===== config.mk =====
export PLATFORM = sky130hd
export DESIGN_NAME = hazard_ctrl_flat
export DESIGN_NICKNAME = d
export VERILOG_FILES = /design/src/rtl/hazard_if.sv /design/src/rtl/hazard_ctrl.sv /design/src/flat_wrapper.sv
export SDC_FILE = /design/constraint.sdc
export NUM_CORES = 1
export LEC_CHECK = 0
export ABC_AREA = 1
export ABC_CLOCK_PERIOD_IN_PS = 4100
export BUFFER_PORTS_ARGS = -buffer_cell sky130_fd_sc_hd__buf_2
export CAP_MARGIN = 0
export CORE_ASPECT_RATIO = 0.6
export CORE_MARGIN = 4
export CORE_UTILIZATION = 45
export CTS_BUF_LIST = sky130_fd_sc_hd__clkbuf_4 sky130_fd_sc_hd__clkbuf_8
export DETAILED_ROUTE_END_ITERATION = 8
export GPL_TIMING_DRIVEN = 1
export HOLD_SLACK_MARGIN = 0.12
export PLACE_DENSITY_LB_ADDON = 0.15
export SLEW_MARGIN = 0
export SYNTH_ARGS = -nofsm -noshare
export SYNTH_HDL_FRONTEND = slang
export SYNTH_SLANG_ARGS = --single-unit

===== constraint.sdc =====
create_clock -name clk_i -period 4.1 [get_ports clk_i]
set_input_delay 0.41 -clock clk_i [delete_from_list [all_inputs] [get_ports clk_i]]
set_output_delay 0.41 -clock clk_i [all_outputs]
set_load 0.03 [all_outputs]

===== src/rtl/hazard_if.sv =====
// hazard_if: bundle of signals between the pipeline datapath and the hazard sequencer.
//   master modport - datapath side: drives stage register/source info, receives stall,
//                    flush, forwarding selects, error flag and performance counters.
//   slave modport  - hazard_ctrl side: the mirror image.
// Signal names keep the pipeline-stage suffixes (D/E/M/W) used throughout the core.
interface hazard_if #(
    parameter int REGISTER_ADDRESS_WIDTH = 5,
    parameter int CNT_WIDTH              = 32
);
    // Decode / Execute / Memory / Writeback register indices and controls
    logic [REGISTER_ADDRESS_WIDTH-1:0] Rs1D_i, Rs2D_i;
    logic [REGISTER_ADDRESS_WIDTH-1:0] Rs1E_i, Rs2E_i, RdE_i;
    logic [1:0]                        ResultSrcE_i;
    logic                              PCSrcE_i;
    logic [REGISTER_ADDRESS_WIDTH-1:0] RdM_i;
    logic                              RegWriteM_i;
    logic [REGISTER_ADDRESS_WIDTH-1:0] RdW_i;
    logic                              RegWriteW_i;
    logic                              MemAccessM_i, MemReadyM_i;

    // Pipeline register controls, forwarding selects, status
    logic                              StallF_o, StallD_o, StallE_o, StallM_o, StallW_o;
    logic                              FlushD_o, FlushE_o;
    logic [1:0]                        ForwardAE_o, ForwardBE_o;
    logic                              MemErr_o;
    logic [CNT_WIDTH-1:0]              StallCnt_o, FlushCnt_o;

    modport master (
        output Rs1D_i, Rs2D_i, Rs1E_i, Rs2E_i, RdE_i, ResultSrcE_i, PCSrcE_i,
               RdM_i, RegWriteM_i, RdW_i, RegWriteW_i, MemAccessM_i, MemReadyM_i,
        input  StallF_o, StallD_o, StallE_o, StallM_o, StallW_o, FlushD_o, FlushE_o,
               ForwardAE_o, ForwardBE_o, MemErr_o, StallCnt_o, FlushCnt_o
    );

    modport slave (
        input  Rs1D_i, Rs2D_i, Rs1E_i, Rs2E_i, RdE_i, ResultSrcE_i, PCSrcE_i,
               RdM_i, RegWriteM_i, RdW_i, RegWriteW_i, MemAccessM_i, MemReadyM_i,
        output StallF_o, StallD_o, StallE_o, StallM_o, StallW_o, FlushD_o, FlushE_o,
               ForwardAE_o, ForwardBE_o, MemErr_o, StallCnt_o, FlushCnt_o
    );
endinterface


===== src/rtl/hazard_ctrl.sv =====
// hazard_ctrl: pipeline sequencer for the 5-stage RV32 core.
//   clk_i  - clock, rising edge
//   rst_i  - asynchronous reset, active-high
//   hz     - hazard_if.slave: stage register indices/controls in; stall, flush,
//            forwarding selects, sticky memory-timeout error and saturating
//            stall/flush cycle counters out.
// Stall/flush/forwarding are combinational (zero latency); only the memory-wait
// FSM, its wait counter and the performance counters are registered.
module hazard_ctrl #(
    parameter int REGISTER_ADDRESS_WIDTH = 5,
    parameter int CNT_WIDTH              = 32,
    parameter int MEM_TIMEOUT            = 16
) (
    input logic     clk_i,
    input logic     rst_i,
    hazard_if.slave hz
);
    // Wide enough to hold MEM_TIMEOUT; saturates so a disabled timeout cannot wrap.
    localparam int WAIT_W = $clog2(MEM_TIMEOUT + 2);

    typedef enum logic [1:0] {
        ST_RUN      = 2'd0,
        ST_MEM_WAIT = 2'd1,
        ST_ERROR    = 2'd2
    } state_e;

    state_e               state_q, state_d;
    logic [WAIT_W-1:0]    wait_cnt_q, wait_cnt_d;
    logic [CNT_WIDTH-1:0] stall_cnt_q, stall_cnt_d;
    logic [CNT_WIDTH-1:0] flush_cnt_q, flush_cnt_d;

    logic       mem_busy, mem_stall, lw_stall;
    logic       stall_f, stall_d, stall_e, stall_m, stall_w;
    logic       flush_d, flush_e;
    logic [1:0] fwd_a, fwd_b;

    // Memory stage result beats Writeback result; x0 is never forwarded.
    function automatic logic [1:0] fwd_sel(
        input logic [REGISTER_ADDRESS_WIDTH-1:0] rs,
        input logic [REGISTER_ADDRESS_WIDTH-1:0] rd_m,
        input logic                              we_m,
        input logic [REGISTER_ADDRESS_WIDTH-1:0] rd_w,
        input logic                              we_w
    );
        if (we_m && rd_m != '0 && rd_m == rs) return 2'b10;
        if (we_w && rd_w != '0 && rd_w == rs) return 2'b01;
        return 2'b00;
    endfunction

    assign mem_busy  = hz.MemAccessM_i & ~hz.MemReadyM_i;
    assign mem_stall = mem_busy | (state_q == ST_ERROR);
    assign lw_stall  = (hz.ResultSrcE_i == 2'b01) && (hz.RdE_i != '0) &&
                       ((hz.Rs1D_i == hz.RdE_i) || (hz.Rs2D_i == hz.RdE_i));

    // Pipeline control: memory stall > taken branch > load-use bubble.
    always_comb begin
        // NOTE: every output gets a default before any branch, so no latch is inferred.
        stall_f = 1'b0;
        stall_d = 1'b0;
        stall_e = 1'b0;
        stall_m = 1'b0;
        stall_w = 1'b0;
        flush_d = 1'b0;
        flush_e = 1'b0;
        fwd_a   = 2'b00;
        fwd_b   = 2'b00;
        if (!rst_i) begin
            fwd_a = fwd_sel(hz.Rs1E_i, hz.RdM_i, hz.RegWriteM_i, hz.RdW_i, hz.RegWriteW_i);
            fwd_b = fwd_sel(hz.Rs2E_i, hz.RdM_i, hz.RegWriteM_i, hz.RdW_i, hz.RegWriteW_i);
            if (mem_stall) begin
                // Freeze everything; a branch in E is re-evaluated once released.
                stall_f = 1'b1;
                stall_d = 1'b1;
                stall_e = 1'b1;
                stall_m = 1'b1;
                stall_w = 1'b1;
            end else if (hz.PCSrcE_i) begin
                // The load-use consumer in D is on the wrong path, so flushing wins.
                flush_d = 1'b1;
                flush_e = 1'b1;
            end else if (lw_stall) begin
                stall_f = 1'b1;
                stall_d = 1'b1;
                flush_e = 1'b1;
            end
        end
    end

    // Memory-wait FSM. wait_cnt counts stalled memory cycles seen so far, so a wait of
    // MEM_TIMEOUT cycles releases normally and the (MEM_TIMEOUT+1)-th stalled edge errors.
    always_comb begin
        state_d    = state_q;
        wait_cnt_d = wait_cnt_q;
        case (state_q)
            ST_RUN: begin
                wait_cnt_d = '0;
                if (mem_busy) begin
                    state_d    = ST_MEM_WAIT;
                    wait_cnt_d = WAIT_W'(1);
                end
            end
            ST_MEM_WAIT: begin
                if (!mem_busy) begin
                    state_d    = ST_RUN;
                    wait_cnt_d = '0;
                end else if (MEM_TIMEOUT > 0 && wait_cnt_q == WAIT_W'(MEM_TIMEOUT)) begin
                    state_d = ST_ERROR;
                end else if (wait_cnt_q != '1) begin
                    wait_cnt_d = wait_cnt_q + WAIT_W'(1);
                end
            end
            ST_ERROR: state_d = ST_ERROR;
            default: begin
                state_d    = ST_RUN;
                wait_cnt_d = '0;
            end
        endcase
    end

    // Saturating performance counters.
    always_comb begin
        stall_cnt_d = stall_cnt_q;
        flush_cnt_d = flush_cnt_q;
        if (stall_f && stall_cnt_q != '1) stall_cnt_d = stall_cnt_q + CNT_WIDTH'(1);
        if (flush_e && flush_cnt_q != '1) flush_cnt_d = flush_cnt_q + CNT_WIDTH'(1);
    end

    // NOTE: all state here is control/status and must start known, so every flop is reset.
    always_ff @(posedge clk_i or posedge rst_i) begin
        if (rst_i) begin
            state_q     <= ST_RUN;
            wait_cnt_q  <= '0;
            stall_cnt_q <= '0;
            flush_cnt_q <= '0;
        end else begin
            // NOTE: non-blocking assignments so every flop samples pre-edge values.
            state_q     <= state_d;
            wait_cnt_q  <= wait_cnt_d;
            stall_cnt_q <= stall_cnt_d;
            flush_cnt_q <= flush_cnt_d;
        end
    end

    assign hz.StallF_o    = stall_f;
    assign hz.StallD_o    = stall_d;
    assign hz.StallE_o    = stall_e;
    assign hz.StallM_o    = stall_m;
    assign hz.StallW_o    = stall_w;
    assign hz.FlushD_o    = flush_d;
    assign hz.FlushE_o    = flush_e;
    assign hz.ForwardAE_o = fwd_a;
    assign hz.ForwardBE_o = fwd_b;
    assign hz.MemErr_o    = (state_q == ST_ERROR);
    assign hz.StallCnt_o  = stall_cnt_q;
    assign hz.FlushCnt_o  = flush_cnt_q;
endmodule

===== src/flat_wrapper.sv =====
// flat-port wrapper written by rule: the top's interface ports become plain ports
module hazard_ctrl_flat 
#(
    parameter int REGISTER_ADDRESS_WIDTH = 5,
    parameter int CNT_WIDTH              = 32,
    parameter int MEM_TIMEOUT            = 16
)
  (clk_i, rst_i, hz_Rs1D_i, hz_Rs2D_i, hz_Rs1E_i, hz_Rs2E_i, hz_RdE_i, hz_ResultSrcE_i, hz_PCSrcE_i, hz_RdM_i, hz_RegWriteM_i, hz_RdW_i, hz_RegWriteW_i, hz_MemAccessM_i, hz_MemReadyM_i, hz_StallF_o, hz_StallD_o, hz_StallE_o, hz_StallM_o, hz_StallW_o, hz_FlushD_o, hz_FlushE_o, hz_ForwardAE_o, hz_ForwardBE_o, hz_MemErr_o, hz_StallCnt_o, hz_FlushCnt_o);
  hazard_if #(.REGISTER_ADDRESS_WIDTH(REGISTER_ADDRESS_WIDTH), .CNT_WIDTH(CNT_WIDTH)) hz_i ();
  input logic clk_i;
  input logic rst_i;
  input wire logic [$bits(hz_i.Rs1D_i)-1:0] hz_Rs1D_i;
  input wire logic [$bits(hz_i.Rs2D_i)-1:0] hz_Rs2D_i;
  input wire logic [$bits(hz_i.Rs1E_i)-1:0] hz_Rs1E_i;
  input wire logic [$bits(hz_i.Rs2E_i)-1:0] hz_Rs2E_i;
  input wire logic [$bits(hz_i.RdE_i)-1:0] hz_RdE_i;
  input wire logic [$bits(hz_i.ResultSrcE_i)-1:0] hz_ResultSrcE_i;
  input wire logic [$bits(hz_i.PCSrcE_i)-1:0] hz_PCSrcE_i;
  input wire logic [$bits(hz_i.RdM_i)-1:0] hz_RdM_i;
  input wire logic [$bits(hz_i.RegWriteM_i)-1:0] hz_RegWriteM_i;
  input wire logic [$bits(hz_i.RdW_i)-1:0] hz_RdW_i;
  input wire logic [$bits(hz_i.RegWriteW_i)-1:0] hz_RegWriteW_i;
  input wire logic [$bits(hz_i.MemAccessM_i)-1:0] hz_MemAccessM_i;
  input wire logic [$bits(hz_i.MemReadyM_i)-1:0] hz_MemReadyM_i;
  output wire logic [$bits(hz_i.StallF_o)-1:0] hz_StallF_o;
  output wire logic [$bits(hz_i.StallD_o)-1:0] hz_StallD_o;
  output wire logic [$bits(hz_i.StallE_o)-1:0] hz_StallE_o;
  output wire logic [$bits(hz_i.StallM_o)-1:0] hz_StallM_o;
  output wire logic [$bits(hz_i.StallW_o)-1:0] hz_StallW_o;
  output wire logic [$bits(hz_i.FlushD_o)-1:0] hz_FlushD_o;
  output wire logic [$bits(hz_i.FlushE_o)-1:0] hz_FlushE_o;
  output wire logic [$bits(hz_i.ForwardAE_o)-1:0] hz_ForwardAE_o;
  output wire logic [$bits(hz_i.ForwardBE_o)-1:0] hz_ForwardBE_o;
  output wire logic [$bits(hz_i.MemErr_o)-1:0] hz_MemErr_o;
  output wire logic [$bits(hz_i.StallCnt_o)-1:0] hz_StallCnt_o;
  output wire logic [$bits(hz_i.FlushCnt_o)-1:0] hz_FlushCnt_o;
  assign hz_i.Rs1D_i = hz_Rs1D_i;
  assign hz_i.Rs2D_i = hz_Rs2D_i;
  assign hz_i.Rs1E_i = hz_Rs1E_i;
  assign hz_i.Rs2E_i = hz_Rs2E_i;
  assign hz_i.RdE_i = hz_RdE_i;
  assign hz_i.ResultSrcE_i = hz_ResultSrcE_i;
  assign hz_i.PCSrcE_i = hz_PCSrcE_i;
  assign hz_i.RdM_i = hz_RdM_i;
  assign hz_i.RegWriteM_i = hz_RegWriteM_i;
  assign hz_i.RdW_i = hz_RdW_i;
  assign hz_i.RegWriteW_i = hz_RegWriteW_i;
  assign hz_i.MemAccessM_i = hz_MemAccessM_i;
  assign hz_i.MemReadyM_i = hz_MemReadyM_i;
  assign hz_StallF_o = hz_i.StallF_o;
  assign hz_StallD_o = hz_i.StallD_o;
  assign hz_StallE_o = hz_i.StallE_o;
  assign hz_StallM_o = hz_i.StallM_o;
  assign hz_StallW_o = hz_i.StallW_o;
  assign hz_FlushD_o = hz_i.FlushD_o;
  assign hz_FlushE_o = hz_i.FlushE_o;
  assign hz_ForwardAE_o = hz_i.ForwardAE_o;
  assign hz_ForwardBE_o = hz_i.ForwardBE_o;
  assign hz_MemErr_o = hz_i.MemErr_o;
  assign hz_StallCnt_o = hz_i.StallCnt_o;
  assign hz_FlushCnt_o = hz_i.FlushCnt_o;
  hazard_ctrl #(.REGISTER_ADDRESS_WIDTH(REGISTER_ADDRESS_WIDTH), .CNT_WIDTH(CNT_WIDTH), .MEM_TIMEOUT(MEM_TIMEOUT)) u_core (.clk_i(clk_i), .rst_i(rst_i), .hz(hz_i));
endmodule

# ---- Yosys cells after proc, flatten, opt, wreduce, memory -nomap -nowiden
# Index checks and enable logic that the tools add are counted.
dict set report word_totals {
  regBits 71
  inputBits 44
  out_inout_bits 76
  wordCells 86
}
dict set report op_classes {
  n_addsub 3
  n_eq_ne 17
  mux 41
  bitwise_logic 4
  reduce_logical 17
}
# cell count
set ops {}
lappend ops {{$add A32 B1 Y32 const B} 2}
lappend ops {{$ne A32 B32 Y1 const B} 2}
lappend ops {{$eq A5 B5 Y1} 6}
lappend ops {{$mux W2} 13}
lappend ops {{$mux W1} 23}
lappend ops {{$mux W5} 3}
lappend ops {{$pmux W5 S3} 1}
lappend ops {{$reduce_bool A5 Y1} 3}
lappend ops {{$logic_and A1 B1 Y1} 10}
lappend ops {{$ne A3 B3 Y1 const B} 3}
lappend ops {{$pmux W2 S3} 1}
lappend ops {{$add A5 B1 Y5 const B} 1}
lappend ops {{$eq A5 B5 Y1 const B} 1}
lappend ops {{$ne A5 B5 Y1 const B} 1}
lappend ops {{$eq A2 B1 Y1 const B} 2}
lappend ops {{$reduce_and A3 Y1} 1}
lappend ops {{$eq A2 B2 Y1 const B} 1}
lappend ops {{$logic_not A2 Y1} 1}
lappend ops {{$ne A2 B1 Y1 const B} 1}
lappend ops {{$not A1 Y1} 2}
lappend ops {{$reduce_and A2 Y1} 1}
lappend ops {{$and A1 B1 Y1} 1}
lappend ops {{$logic_or A1 B1 Y1} 1}
lappend ops {{$or A1 B1 Y1} 1}

# ---- Logic depth before layout (Yosys ltp)
# Gate-level depths: netlist of run 1.
dict set report depth {
  ltp_word 10
  mapped_depth 12
  depth_no_buf 11
}

# ---- Least setup slack after synthesis of run 1
# No wires, ideal clock.
dict set report synth_timing {
  path_kind {in2out}
  from {input rst_i}
  to {output hz_StallF_o}
  arrival_ns 2.856
  setup_slack_ns 0.834
  stages 6
  path_buffers 3
  path_cell_list {inv_1 > nand2_1 > nand2_1 > buf_4 > buf_4 > buf_4}
}
dict set report synth_between {
  elab_chain_len 1
}
# element line_no
set synth_rtl {}
lappend synth_rtl {{start, declared} flat_wrapper.sv:11} ;# input logic rst_i;
lappend synth_rtl {{$mux W1} -}
lappend synth_rtl {{end, declared} flat_wrapper.sv:25} ;# output wire logic [$bits(hz_i.StallF_o)-1:0] hz_StallF_o;
# Every way passes these cells.

# ---- Worst setup path after layout of run 1
dict set report layout_timing {
  from {register u_core.stall_cnt_q[1] (netlist: u_core.hz.StallCnt_o[1])}
  to {register u_core.stall_cnt_q[7] (netlist: u_core.hz.StallCnt_o[7])}
}
dict set report layout_between {
  elab_chain_len 2
}
# element line_no
set layout_rtl {}
lappend layout_rtl {{start, declared} hazard_ctrl.sv:29} ;# logic [CNT_WIDTH-1:0] stall_cnt_q, stall_cnt_d;
lappend layout_rtl {{start signal, assigned} hazard_ctrl.sv:139} ;# stall_cnt_q <= stall_cnt_d;
lappend layout_rtl {{parallel branches: the longest is 2 deep, another holds $add A32 B1 Y32} -}
# Several ways; the timed one is not identified.
# A chain may end at the register's enable or synchronous reset.

==> flow_summary_export.csv, run 1 <==
group,metric,value,unit
status,status,"finished, final reports clean",
clock_tree,clock-root-buffer,"clkbuf_8",
job,max_cap_viol_count,0,
die,die_w,148.7,um
synthesis,synth_seq_cells,71,
pwr,p_switching,481.0,uW
sta,hold_viol,0,
critical_path,crit_top_cell,"nand2_1",
synthesis,ys_types,37,
finish,layout-drive-gt1-share,0.1721,
clock_tree,cts_tree,"done",
global_route,antenna_found_initial,0,
synthesis,synth_top_family_by_area,"simple AND/OR/NAND/NOR gates",
synthesis,yosys.area_share.simple,0.4667,
synthesis,syn_area,5346,sq um
synthesis,synthFlopType,"dfrtp_1",
die,io_pins,120,
die,core_area,11450,sq um
route,antenna_left,0,
critical_path,crit_start,"u_core.hz.StallCnt_o[1]$_DFFE_PP0P_",
clock_tree,cts.path.max_buffers,2,
synthesis,synth_adder_area_share,0.01170,
critical_path,r2r_setup_slack,1.56,ns
synthesis,synth_compound_area_frac,0.01545,
sta,tns,0,ns
finish,post-route-util,0.5427,
pwr,leakage,0.003359,uW
min_path,hold_class,"in -> reg",
global_route,grtUsageTotal,0.2245,
die,initial_core_util,0.4670,
placement,gp_congestion,0.8951,
synthesis,synth_nets,858,
clock_tree,clk_latency,0.36,ns
sta,min_period,2.544,ns
global_route,grt_pass1_vias,4810,
sta,worst_slew_pin_slew,0.9042,ns
sta,setup_violations,0,
sta,rsz0062_at_grt,"false",
clock_tree,clkSlewWorstSetupHoldPaths,0.08,ns
pwr,p_int,1123,uW
pwr,seqPwrFrac,0.472,
synthesis,synth-edff-count,0,
critical_path,path_delay_family,"simple AND/OR/NAND/NOR gates",
critical_path,cp_data_required_time,4.38,ns
pwr,switching_share,0.2998,
sta,fin_skew,0.01201,ns
placement,place_area,6001,sq um
route,first_iter_violations,390,
critical_path,worstSetupPathType,"reg -> reg",
pwr,p_per_area,258.2,nW/um^2
clock_tree,cts.sinks,71,
global_route,grt_max_degree,72,
finish,syn_to_final_growth,16.22,%
finish,antenna_cells,0,
clock_tree,cts_resized,0,
synthesis,ys_seq_area_frac,0.3323,
sta,slew_headroom,0.3972,
die,die_area,13750,sq um
synthesis,synth_area_per_cell,6.609,sq um
synthesis,synth_cells,809,
critical_path,crit_path_end,"u_core.hz.StallCnt_o[7]$_DFFE_PP0P_",
synthesis,synth_xor_area_frac,0.08846,
sta,period_share,0.6206,
clock_tree,cts-buffers-inserted,9,
placement,portBuffers,119,
synthesis,async_flop_share,1.000,
sta,slew_violations,0,
critical_path,r2r_end,"u_core.hz.StallCnt_o[7]$_DFFE_PP0P_",
critical_path,critPathSlowestCell,"nand3_2",
synthesis,synth_top_area_cell,"dfrtp_1",
global_route,grt_pass1_wl,25160,um
critical_path,cpPeakStageDelay,0.54,ns
critical_path,cp.depth,9,
route,drtPass1Iterations,5,
clock_tree,htree_num_levels,3,
finish,final_net_count,968,
die,die_h,92.43,um
synthesis,synthTopCellsByArea,"dfrtp_1, nand2_1, nor2_1",
critical_path,worstRegToRegCells,9,
min_path,min_path_cells,4,
route,wl_per_cell,13.99,um
critical_path,crit_chain,"ha_1, nand3_1, inv_2, nand2_1, nor2_2, nand3_2, nand2_4, nand2_1, nand2_1",
route,routed_wl,15160,um
critical_path,end_kind,"flip-flop",
critical_path,path_max_fanout,32,
die,num_rows,30,
pwr,finalPower,1604,uW
finish,fillCellCount,1168,
critical_path,critPathArrivalTime,2.83,ns
pwr,p_comb_frac,0.151,
sta,maxClockFrequency,393.0,MHz
pwr,vdd_drop_max,0.1401,mV
clock_tree,cts_hold_buf,0,
global_route,globalRouteOverflowTotal,0,
critical_path,timing.rr.start,"u_core.hz.StallCnt_o[1]$_DFFE_PP0P_",
route,post_drt_via_cell_ratio,5.072,
synthesis,yosysTopAreaCellShare,0.3323,
synthesis,synth_warnings,0,
placement,hpwlAfterDp,11540,um
synthesis,synth_mux_area_frac,0,
critical_path,cp-start-kind,"flip-flop",
clock_tree,cts_setup_buffers,0,
route,vias,5498,
finish,stdcell_area,6213,sq um
critical_path,path_buf_inv,1,
pwr,pwr-share-clk,0.377,
route,drt_drc_violations_left,0,
-- final cells by class --
cell class | instances | area, sq um | share of cell area
repair buffers | 123 | 625.6 | 0.1007
well taps | 160 | 200.2 | 0.03222
clock inverters | 4 | 53.80 | 0.008659
multi-input cells | 639 | 3115 | 0.5014
clock buffers | 12 | 158.9 | 0.02557
flip-flops and latches | 71 | 1777 | 0.2859
inverters | 75 | 282.8 | 0.04551
-- worst register-to-register path: cells and delay by family (launching register included) --
kind          cells  cell delay, ns
fa+ha+maj         1            0.27
buf+inv           1            0.13
flops             1            0.41
simple gates      7            1.67
-- metrics by stage --
step           hold slack [ns]  std cells  worst slack, ns
2_1_floorplan           0.5228        809           0.8337
3_3_place_gp            0.5035       1068            1.697
3_5_place_dp            0.5182       1068            1.600
4_1_cts                 0.3840       1084            1.573
5_1_grt                 0.4233       1084            1.262
6_report                0.3976       1084            1.556
-- cells by family (layout without fill, tap and decap cells) --
family,Yosys count,count (layout)
buf+inv,99,214
compound gates,14,14
flops,71,71
xor+xnor,54,54
simple gates,566,566
fa+ha+maj,5,5
-- synth_stat cells (4+ instances only) --
cell,number
buf_4,10
inv_2,4
nor2_2,5
inv_1,71
nand3b_1,15
o21ai_0,7
ha_1,5
dfrtp_1,71
nand4_1,45
nand2_1,309
xor2_1,38
nor3_1,11
buf_6,5
buf_2,8
nor2_1,104
xnor2_1,16
nand3_1,61
-- cell usage in the layout, fill, tap and decap left out, drive strengths merged --
cell / Yosys / layout
nor3b: 2 / 2
nor3: 12 / 12
nor4: 2 / 2
clkinv: 0 / 2
a21boi: 1 / 1
xor2: 38 / 38
nand2: 311 / 311
nor2b: 1 / 1
and3: 1 / 1
ha: 5 / 5
and2: 1 / 1
o22ai: 2 / 2
clkinvlp: 0 / 2
nand3: 64 / 64
a21oi: 1 / 1
o211ai: 1 / 1
clkbuf: 1 / 12
nand4: 46 / 46
xnor2: 16 / 16
bufinv: 0 / 1
buf: 23 / 123
inv: 75 / 74
nand3b: 15 / 15
nor2: 110 / 110
dfrtp: 71 / 71
o41ai: 1 / 1
a31oi: 1 / 1
or2: 1 / 1
o21ai: 7 / 7
-- metal layers --
metal	wire length, um	GRT usage
met5	0	0
met4	89	0.02844
met3	1490	0.05721
met2	5486	0.2822
met1	8094	0.3784
-- worst min path at each step --
| stage | startpoint | to | slack, ns |
|---|---|---|---|
| 3_3_place_gp | u_core.hz.FlushCnt_o[3]$_DFFE_PP0P_ | u_core.hz.FlushCnt_o[3]$_DFFE_PP0P_ | 0.50 |
| 5_1_grt | hz_MemReadyM_i | u_core.state_q[1]$_DFFE_PP0P_ | 0.42 |
| 4_1_cts | hz_MemReadyM_i | u_core.state_q[1]$_DFFE_PP0P_ | 0.38 |
| 2_1_floorplan | u_core.state_q[1]$_DFFE_PP0P_ | u_core.state_q[0]$_DFFE_PP0P_ | 0.52 |
| 3_5_place_dp | u_core.hz.StallCnt_o[0]$_DFFE_PP0P_ | u_core.hz.StallCnt_o[0]$_DFFE_PP0P_ | 0.52 |
| 6_report | hz_MemReadyM_i | u_core.state_q[1]$_DFFE_PP0P_ | 0.40 |
-- power by group through the flow --
stage | clock [uW] | combinational (uW) | sequential [uW]
after detailed placement | 0 | 244 | 768
after floorplan | 0 | 122 | 803
final | 604 | 242 | 757
after global placement | 0 | 242 | 768
after global routing | 653 | 268 | 761
after CTS | 617 | 243 | 756
-- flip-flops by register name, indices dropped and copies added, names as in the netlist --
name                  flops
u_core.wait_cnt_q         5
u_core.hz.StallCnt_o     32
u_core.state_q            2
u_core.hz.FlushCnt_o     32
Power figures use the tool's default switching activity.
==> run 2, diff against run 1 <==
--- a/config.mk
+++ b/config.mk
@@ -5,8 +5,8 @@
 export SDC_FILE = /design/constraint.sdc
 export NUM_CORES = 1
 export LEC_CHECK = 0
-export ABC_AREA = 1
-export ABC_CLOCK_PERIOD_IN_PS = 4100
+export ABC_AREA = 0
+export ABC_CLOCK_PERIOD_IN_PS = 2700
 export BUFFER_PORTS_ARGS = -buffer_cell sky130_fd_sc_hd__buf_2
 export CAP_MARGIN = 0
 export CORE_ASPECT_RATIO = 0.6
==> constraint.sdc (replaced) <==
create_clock -name clk_i -period 2.7 [get_ports clk_i]
set_input_delay 0.27 -clock clk_i [delete_from_list [all_inputs] [get_ports clk_i]]
set_output_delay 0.27 -clock clk_i [all_outputs]
set_load 0.03 [all_outputs]
==> run 2 against run 1 <==
First-iteration DRC count down 38%. Sequential share of layout area is 7.7 points higher. Via count fell by 35%. Register-to-register slack lost 1.2 ns. Critical endpoint is now u_core.hz.FlushCnt_o[1]$_DFFE_PP0P_. Largest cell class unchanged.
==> flow_summary_export.csv, run 2 <==
group,metric,value,unit
critical_path,path_delay_family,"simple AND/OR/NAND/NOR gates",
clock_tree,cts_hold_buf,0,
synthesis,synth_nets,466,
synthesis,ys_types,45,
synthesis,yosys.area_share.simple,0.2658,
route,routed_wl,10350,um
clock_tree,cts_setup_buffers,0,
synthesis,yosysTopAreaCellShare,0.4420,
sta,slew_headroom,0.3878,
route,first_iter_violations,242,
critical_path,r2r_setup_slack,0.37,ns
clock_tree,clkSlewWorstSetupHoldPaths,0.07,ns
sta,fin_skew,0.01179,ns
die,io_pins,120,
global_route,antenna_found_initial,0,
synthesis,synth_area_per_cell,9.641,sq um
synthesis,ys_seq_area_frac,0.4420,
sta,maxClockFrequency,428.7,MHz
synthesis,synth_adder_area_share,0.01556,
die,die_area,10560,sq um
critical_path,worstSetupPathType,"reg -> reg",
die,initial_core_util,0.4681,
critical_path,critPathArrivalTime,2.57,ns
pwr,finalPower,2568,uW
clock_tree,clock-root-buffer,"clkbuf_8",
die,die_h,81.22,um
synthesis,synth_xor_area_frac,0.1983,
synthesis,synthFlopType,"dfrtp_1",
die,num_rows,26,
placement,dpl.cell_count,639,
critical_path,r2r_end,"u_core.hz.FlushCnt_o[1]$_DFFE_PP0P_",
critical_path,worstRegToRegCells,6,
global_route,grtUsageTotal,0.2019,
synthesis,synth_compound_area_frac,0.04233,
critical_path,critPathSlowestCell,"or3_1",
global_route,grt_pass1_wl,16600,um
sta,slew_violations,0,
synthesis,yosysMostFrequentCell,"dfrtp_1",
clock_tree,cts-buffers-inserted,9,
die,core_area,8588,sq um
synthesis,synth_warnings,0,
synthesis,synth_common_cells,"dfrtp_1, xor2_1, xnor2_1, nand2_1, nand3_1",
route,vias,3548,
job,max_cap_viol_count,0,
route,drtPass1Iterations,5,
clock_tree,cts.sinks,71,
synthesis,synth_seq_cells,71,
finish,stdcell_area,4900,sq um
placement,gp_congestion,0.8599,
placement,place_area,4712,sq um
finish,final_cells,655,
finish,layout-drive-gt1-share,0.2799,
placement,portBuffers,119,
synthesis,syn_area,4020,sq um
clock_tree,htree_num_levels,3,
route,wl_per_cell,15.80,um
min_path,min_path_cells,4,
critical_path,cp-start-kind,"flip-flop",
pwr,p_per_area,524.0,nW/um^2
sta,tns,0,ns
die,die_w,130.0,um
sta,rsz0062_at_grt,"false",
min_path,hold_end,"u_core.state_q[0]$_DFFE_PP0P_",
critical_path,cpPeakStageDelay,0.47,ns
finish,antenna_cells,0,
synthesis,synthTopCellsByArea,"dfrtp_1, xor2_1, xnor2_1",
global_route,grt_max_degree,72,
status,status,"finished, final reports clean",
synthesis,async_flop_share,1.000,
route,post_drt_via_cell_ratio,5.417,
clock_tree,clk_latency,0.36,ns
min_path,min_from,"hz_MemReadyM_i",
sta,worst_slew_pin_slew,0.9182,ns
min_path,hold_class,"in -> reg",
placement,hpwlAfterDp,7967,um
sta,setup_violations,0,
global_route,grt_pass1_vias,3261,
sta,hold_ws,0.2491,ns
route,drt_drc_violations_left,0,
critical_path,cp_data_required_time,2.94,ns
pwr,leakage,0.002468,uW
global_route,globalRouteOverflowTotal,0,
sta,min_period,2.332,ns
clock_tree,cts_tree,"done",
synthesis,synth_top_area_cell,"dfrtp_1",
pwr,vdd_drop_max,0.3465,mV
critical_path,end_kind,"flip-flop",
sta,period_share,0.8639,
route,antenna_left,0,
finish,mostFrequentLayoutCells,"buf_2, dfrtp_1, xor2_1",
critical_path,path_buf_inv,0,
critical_path,crit_chain,"ha_1, nand2_1, or3_1, nand4b_1, o211ai_2, mux2_1",
critical_path,path_max_fanout,16,
finish,final_net_count,587,
clock_tree,cts.path.max_buffers,2,
finish,syn_to_final_growth,21.88,%
synthesis,synth_mux_area_frac,0.005602,
synthesis,synth-edff-count,0,
sta,hold_viol,0,
finish,layout_commonest_cell,"buf_2",
synthesis,synth_cells,417,
critical_path,timing.rr.start,"u_core.hz.FlushCnt_o[0]$_DFFE_PP0P_",
synthesis,synth_top_family_by_area,"simple AND/OR/NAND/NOR gates",
-- run 2: cell types whose count changed after synthesis, sizes merged, moves of 6 or more --
cell	change
and3	+7
buf	-13
inv	-62
nand2	-272
nand2b	+6
nand3	-29
nand3b	-15
nand4	-25
nor2	-83
nor3	+16
nor4	+19
xnor2	+28
xor2	+9
-- run 2: routing by layer --
| metal | global-route usage | routed length [um] |
|---|---|---|
| met1 | 0.2963 | 4894 |
| met2 | 0.2802 | 4508 |
| met3 | 0.05782 | 771 |
| met4 | 0.07469 | 173 |
| met5 | 0 | 0 |
-- run 2: cell families after synthesis --
family          Yosys count
mux                       2
xor+xnor                 91
compound gates           24
buf+inv                  25
fa+ha+maj                 5
flops                    71
simple gates            199
-- run 2: timing repair --
action	in CTS	in global routing
setup endpoints to repair	0	1
resized for setup	0	1
hold endpoints to repair	0	0
-- run 2: per-stage QoR --
step | util | worst slack (ns)
CTS | 0.5695 | 0.1563
floorplan | - | 0.02849
global placement | 0.5487 | 0.4794
finish | 0.5705 | 0.3676
detailed placement | 0.5487 | 0.3852
global route | 0.5705 | 0.2065
-- run 2: cell type report --
cell class                      instances  area [sq um]
Fill cell                             800          3689
Multi-Input combinational cell        321          2133
Sequential cell                        71          1777
Timing Repair Buffer                  122         618.1
Clock buffer                           11         145.1
Tap cell                              112         140.1
Inverter                               13         52.55
Clock inverter                          5         33.78
-- run 2: report_power, final --
group          total (uW)  switching, uW  internal, uW
Sequential           1260            129          1130
Clock                 773            406           367
Combinational         533            352           182
Total                2570            887          1680
-- run 2: worst max-delay path by stage --
| stage | startpoint | to | cells after the start |
|---|---|---|---|
| 3_5_place_dp | u_core.hz.FlushCnt_o[0]$_DFFE_PP0P_ | u_core.hz.FlushCnt_o[27]$_DFFE_PP0P_ | 7 |
| 5_1_grt | u_core.state_q[0]$_DFFE_PP0P_ | hz_FlushE_o | 7 |
| 2_1_floorplan | rst_i | hz_ForwardAE_o[0] | 4 |
| 4_1_cts | u_core.state_q[0]$_DFFE_PP0P_ | hz_FlushE_o | 7 |
| 3_3_place_gp | u_core.hz.FlushCnt_o[0]$_DFFE_PP0P_ | u_core.hz.FlushCnt_o[1]$_DFFE_PP0P_ | 6 |
| 6_report | u_core.hz.FlushCnt_o[0]$_DFFE_PP0P_ | u_core.hz.FlushCnt_o[1]$_DFFE_PP0P_ | 6 |
-- run 2: worst min-delay path: stages --
cell	delay [ns]
buf_2	0.08
nor2b_1	0.07
nand2b_1	0.09
a21oi_1	0.04
